--- config.mk ---
export PLATFORM = sky130hd
export DESIGN_NAME = regfile_param
export DESIGN_NICKNAME = d
export VERILOG_FILES = /design/src/rtl/regfile_param.sv
export SDC_FILE = /design/constraint.sdc
export NUM_CORES = 1
export LEC_CHECK = 0
export BUFFER_PORTS_ARGS = -buffer_cell sky130_fd_sc_hd__clkbuf_2
export CAP_MARGIN = 10
export CELL_PAD_IN_SITES_DETAIL_PLACEMENT = 1
export CELL_PAD_IN_SITES_GLOBAL_PLACEMENT = 1
export CORE_AREA = 2 2 235 237
export CTS_BUF_LIST = sky130_fd_sc_hd__clkbuf_16
export DETAILED_ROUTE_END_ITERATION = 10
export DIE_AREA = 0 0 237 239
export PLACE_DENSITY_LB_ADDON = 0.1
export SLEW_MARGIN = 20
export SYNTH_ARGS = -nofsm -noshare
export SYNTH_HDL_FRONTEND = slang
export SYNTH_SLANG_ARGS = --single-unit
--- constraint.sdc ---
create_clock -name clk -period 3.34 [get_ports clk]
set_clock_uncertainty 0.2 [all_clocks]
set_input_delay 0.501 -clock clk [delete_from_list [all_inputs] [get_ports clk]]
set_output_delay 0.501 -clock clk [all_outputs]
set_load 0.01 [all_outputs]
--- src/rtl/regfile_param.sv ---
// Parametrised control-register file with RW, RO and W1C registers behind a
// single-outstanding valid/ready request/response bus.
module regfile_param #(
  parameter int unsigned               N_REGS    = 8,
  parameter int unsigned               DATA_W    = 32,
  parameter int unsigned               ADDR_W    = 4,
  parameter logic [N_REGS*DATA_W-1:0]  RESET_VAL = '1,
  parameter logic [N_REGS-1:0]         RO_MASK   = '0,
  parameter logic [N_REGS-1:0]         W1C_MASK  = '0
) (
  input  logic                       clk,
  input  logic                       rst,
  input  logic                       req_valid,
  output logic                       req_ready,
  input  logic                       req_write,
  input  logic [ADDR_W-1:0]          req_addr,
  input  logic [DATA_W-1:0]          req_wdata,
  input  logic [DATA_W/8-1:0]        req_wstrb,
  output logic                       rsp_valid,
  input  logic                       rsp_ready,
  output logic [DATA_W-1:0]          rsp_rdata,
  output logic                       rsp_err,
  input  logic [N_REGS-1:0]          hw_wen,
  input  logic [N_REGS*DATA_W-1:0]   hw_wdata,
  output logic [N_REGS*DATA_W-1:0]   regs_q
);

  localparam int unsigned STRB_W = DATA_W / 8;

  typedef enum logic {IDLE, RESP} state_t;

  state_t            state;
  logic [DATA_W-1:0] regs   [N_REGS];
  logic [DATA_W-1:0] regs_d [N_REGS];
  logic [31:0]       addr_ext;
  logic              accept;
  logic              addr_ok;
  logic              ro_hit;
  logic [N_REGS-1:0] sel;
  logic [DATA_W-1:0] byte_mask;
  logic [DATA_W-1:0] rd_data;

  assign accept    = req_valid && (state == IDLE);
  assign req_ready = (state == IDLE);
  assign rsp_valid = (state == RESP);

  // Full-width compare so addresses beyond N_REGS never alias onto a register.
  assign addr_ext = 32'(req_addr);
  assign addr_ok  = (addr_ext < N_REGS);

  always_comb begin
    sel     = '0;
    rd_data = '0;
    ro_hit  = 1'b0;
    for (int unsigned i = 0; i < N_REGS; i++) begin
      if (addr_ext == i) begin
        sel[i]  = 1'b1;
        rd_data = regs[i];
        ro_hit  = RO_MASK[i];
      end
    end
  end

  always_comb begin
    byte_mask = '0;
    for (int unsigned b = 0; b < STRB_W; b++) begin
      byte_mask[b*8 +: 8] = {8{req_wstrb[b]}};
    end
  end

  // W1C: hardware set is OR-ed in after the clear so a coincident set survives.
  // RW: hardware data forms the base, strobed bus bytes override it.
  always_comb begin
    logic [DATA_W-1:0] hw;
    logic [DATA_W-1:0] base;
    logic [DATA_W-1:0] clr;
    logic              bus_wr;
    hw     = '0;
    base   = '0;
    clr    = '0;
    bus_wr = 1'b0;
    regs_d = regs;
    for (int unsigned i = 0; i < N_REGS; i++) begin
      hw     = hw_wdata[i*DATA_W +: DATA_W];
      bus_wr = accept && req_write && sel[i];
      clr    = bus_wr ? (req_wdata & byte_mask) : '0;
      base   = hw_wen[i] ? hw : regs[i];
      if (RO_MASK[i]) begin
        regs_d[i] = base;
      end else if (W1C_MASK[i]) begin
        regs_d[i] = (regs[i] & ~clr) | (hw_wen[i] ? hw : '0);
      end else begin
        regs_d[i] = bus_wr ? ((req_wdata & byte_mask) | (base & ~byte_mask)) : base;
      end
    end
  end

  always_ff @(posedge clk) begin
    if (rst) begin
      for (int unsigned i = 0; i < N_REGS; i++) begin
        regs[i] <= RESET_VAL[i*DATA_W +: DATA_W];
      end
      state     <= IDLE;
      rsp_rdata <= '0;
      rsp_err   <= 1'b0;
    end else begin
      regs <= regs_d;
      case (state)
        IDLE: begin
          if (accept) begin
            state     <= RESP;
            rsp_rdata <= (req_write || !addr_ok) ? '0 : rd_data;
            rsp_err   <= !addr_ok || (req_write && ro_hit);
          end
        end
        RESP: begin
          if (rsp_ready) begin
            state <= IDLE;
          end
        end
        default: state <= IDLE;
      endcase
    end
  end

  always_comb begin
    regs_q = '0;
    for (int unsigned i = 0; i < N_REGS; i++) begin
      regs_q[i*DATA_W +: DATA_W] = regs[i];
    end
  end

endmodule
==> metrics.md <==
| Metric | Value |
|---|---|
| Post-synth EDFFs | `0` |
| Worst-path fanout max | `9` |
| # placed instances | `approximately 3200` |
| CTS clk-pin slew, worst paths | `around 0.05 ns` |
| Flop2flop setup slack | `roughly 0.76 ns` |
| Clk Latency, worst-skew pair | `0.56 ns` |
| Core ar. | `about 54000 um2` |
| DP HPWL | `about 70000 um` |
| Post-synth net total | `between 2000 and 2500` |
| All-Layer GR Usage | `0.2995` |
| DR vias | `between 15000 and 20000` |
| P&R area growth vs syn | `30.97%` |
| Max Slew Vio Count | `0` |
| Total design power | `0.009707 W` |
| CTS resizes | `0` |
| # nets final | `around 2800` |
| Relative slew slack | `0.2886` |
| Status | `completed` |
| Rows | `86` |
| Yosys top cell area share | `0.3618` |
| CTS tree | `done` |
| Hold/Removal Path Class | `in -> reg` |
| DRC violations left | `0` |
| Setup TNS | `0 ns` |
| Clk buf depth | `3` |
| Most frequent cell after synthesis | `nor2_1` |
| Power density over the cells | `approximately 460 nW/um2` |
| Vias in the first global route | `about 18000` |
| Adder-cell share of the synthesized area | `0` |
| Synth Area in Compound Gates | `0.3464` |
| Post-Syn Area | `roughly 16000 um2` |
| Synth area leader | `dfxtp_1` |
| Total routed wirelength | `between 80000 and 90000 um` |
| Main combinational cell family by area after synthesis | `compound AO/OA/AOI/OAI gates` |
| Crit path launch type | `flip-flop` |
| Synth top cells by count | `nor2_1 (296), dfxtp_1 (290), o21bai_1 (256)` |
| Die H | `239 um` |
| Worst vdd ir | `0.2596 mV` |
| Primary FF master, synth | `dfxtp_1` |
| Die X | `around 240 um` |
| Initial DRC count | `approximately 1300` |
| Die area | `56640 um2` |
| Leakage | `~9.5 nW` |
| Synth warn | `0` |
| Gp weighted congestion | `0.9041` |
| Initial core utilization | `0.2953` |
| # setup viols final | `0` |
| Fillers | `6602` |
| Largest net degree at the start of global routing | `100` |
| Grt total ovfl | `0` |
| Num ports | `600` |
| Initial antenna violation count | `13` |
| Simple-gate share of the synthesized area | `0.2081` |
| Sequential area share after synthesis | `0.3618` |
| Max-cap viol count | `0` |
| Clk sinks | `290` |
| CP Capture Type | `flip-flop` |
| Cts bufs inserted | `39` |
| Post-CTS Setup Bufs | `0` |
| Placed Area | `slightly below 20000 um2` |
| CTS H-tree lvls | `2` |
| WL/cell | `around 27 um` |
| Post-synthesis mux area share | `0.02760` |
| Post-Syn Instances | `roughly 2000` |
| Routed Antenna Nets | `0` |
| Least-Margin Pin Slew | `about 1.1 ns` |
| Layout cell share with drive strength beyond 1 | `0.2822` |
| Avg Inst Size Synth | `approximately 8 um2` |
| Required time of the critical path | `around 3.6 ns` |
| First-pass GRT wire length | `around 120000 um` |
| Min Tclk post-route | `around 2.6 ns` |
| RSZ-0062 raised after global routing | `false` |
| Count of non-filler cells in the finished layout | `3260` |
| FMAX | `0.3878 GHz` |
| Root Buffer | `clkbuf_16` |
| Arrival time worst endpoint | `approximately 2.9 ns` |
| Synth Area in XOR/XNOR | `0` |
| Post-synth cell types | `between 50 and 60` |
| Post-route cell area | `between 20000 and 25000 um2` |
| Final hold violation count | `0` |
| Fin crit share | `0.7720` |
| Pre-antenna DRT Iters | `5` |
| Top post-synthesis cells by area | `dfxtp_1 (36%), o21bai_1 (12%), a211oi_1 (12%)` |
| Port-buffer cells | `between 500 and 600` |
| FF+latch count, synth | `between 200 and 300` |
| Asr flop ratio synth | `0` |
| WHS | `0.01900 ns` |
| Vias per cell | `~5.5` |
| Crit Path Category | `reg -> reg` |
==> path summary, 6_finish.rpt <==
| check | from | end | cells after the start |
|---|---|---|---|
| max | rsp_valid | regs_q[220] | 7 |
| min reg2reg | rsp_rdata[27] | rsp_rdata[27] | 2 |
| min | hw_wdata[110] | regs_q[110] | 3 |
| max reg2reg | rsp_valid | regs_q[220] | 7 |
==> area by class of cell <==
type	count	area, um2	share of cell area
Multi-Input combinational cell	1495	9344	0.4446
Sequential cell	290	5806	0.2762
Timing Repair Buffer	685	3769	0.1793
Clock buffer	41	1026	0.04882
Tap cell	704	880.8	0.04191
Clock inverter	21	107.6	0.005120
Inverter	19	71.32	0.003393
Antenna cell	5	12.51	0.0005953
==> sequential cells by signal (all words and copies together), names as in the netlist <==
name       flops
rsp_err        1
rsp_valid      1
rsp_rdata     32
regs_q       256
==> timing repair <==
item | CTS | global route
setup endpoints to repair | 0 | 0
endpoints found under the hold margin | 35 | 0
hold buffers | 35 | 0
==> kinds of logic after synthesis <==
family,count (synthesis)
buffers and inverters,201
AOI/OAI and AO/OA,775
and+or+nand+nor,677
DFF,290
muxes,43
==> metal layers <==
metal	global-route usage	up-vias	share of wire
li1	-	8221	-
met1	0.4170	8818	0.46
met2	0.4634	644	0.44
met3	0.06986	117	0.073
met4	0.07863	12	0.023
met5	0	-	0.00089
==> critical path: stages, from the launching register on <==
cell and delay, ns:
dfxtp_1 0.41, nor2b_1 0.16, buf_4 0.19, nand3_1 0.35, buf_4 0.29, nor2_1 0.61, a211oi_1 0.12, o21bai_1 0.17
==> stage by stage <==
step           setup WS (ns)  utilization
2_1_floorplan          1.404            -
3_3_place_gp          0.2636       0.3592
3_5_place_dp          0.3529       0.3592
4_1_cts               0.7964       0.3865
5_1_grt               0.5989       0.3867
6_report              0.7615       0.3868
==> placed cells by master, fill, tap and decap left out, types with 17 or more instances in the layout <==
cell,n
a211oi_1,248
a21oi_1,43
a31oi_1,21
buf_4,49
clkbuf_16,41
clkbuf_2,597
dfxtp_1,290
dlygate4sd3_1,35
inv_1,32
mux2i_1,42
nand2_1,89
nor2_1,296
nor2b_1,245
o211a_1,17
o21a_1,19
o21ai_0,99
o21bai_1,256
o221ai_1,20
o22ai_1,20
==> report_power, final <==
group          switching, W  internal, W  total [W]
combinational       0.00107     0.000750    0.00182
clock               0.00166      0.00226    0.00391
sequential         0.000271      0.00370    0.00397
(Power assumes the default switching activity.)
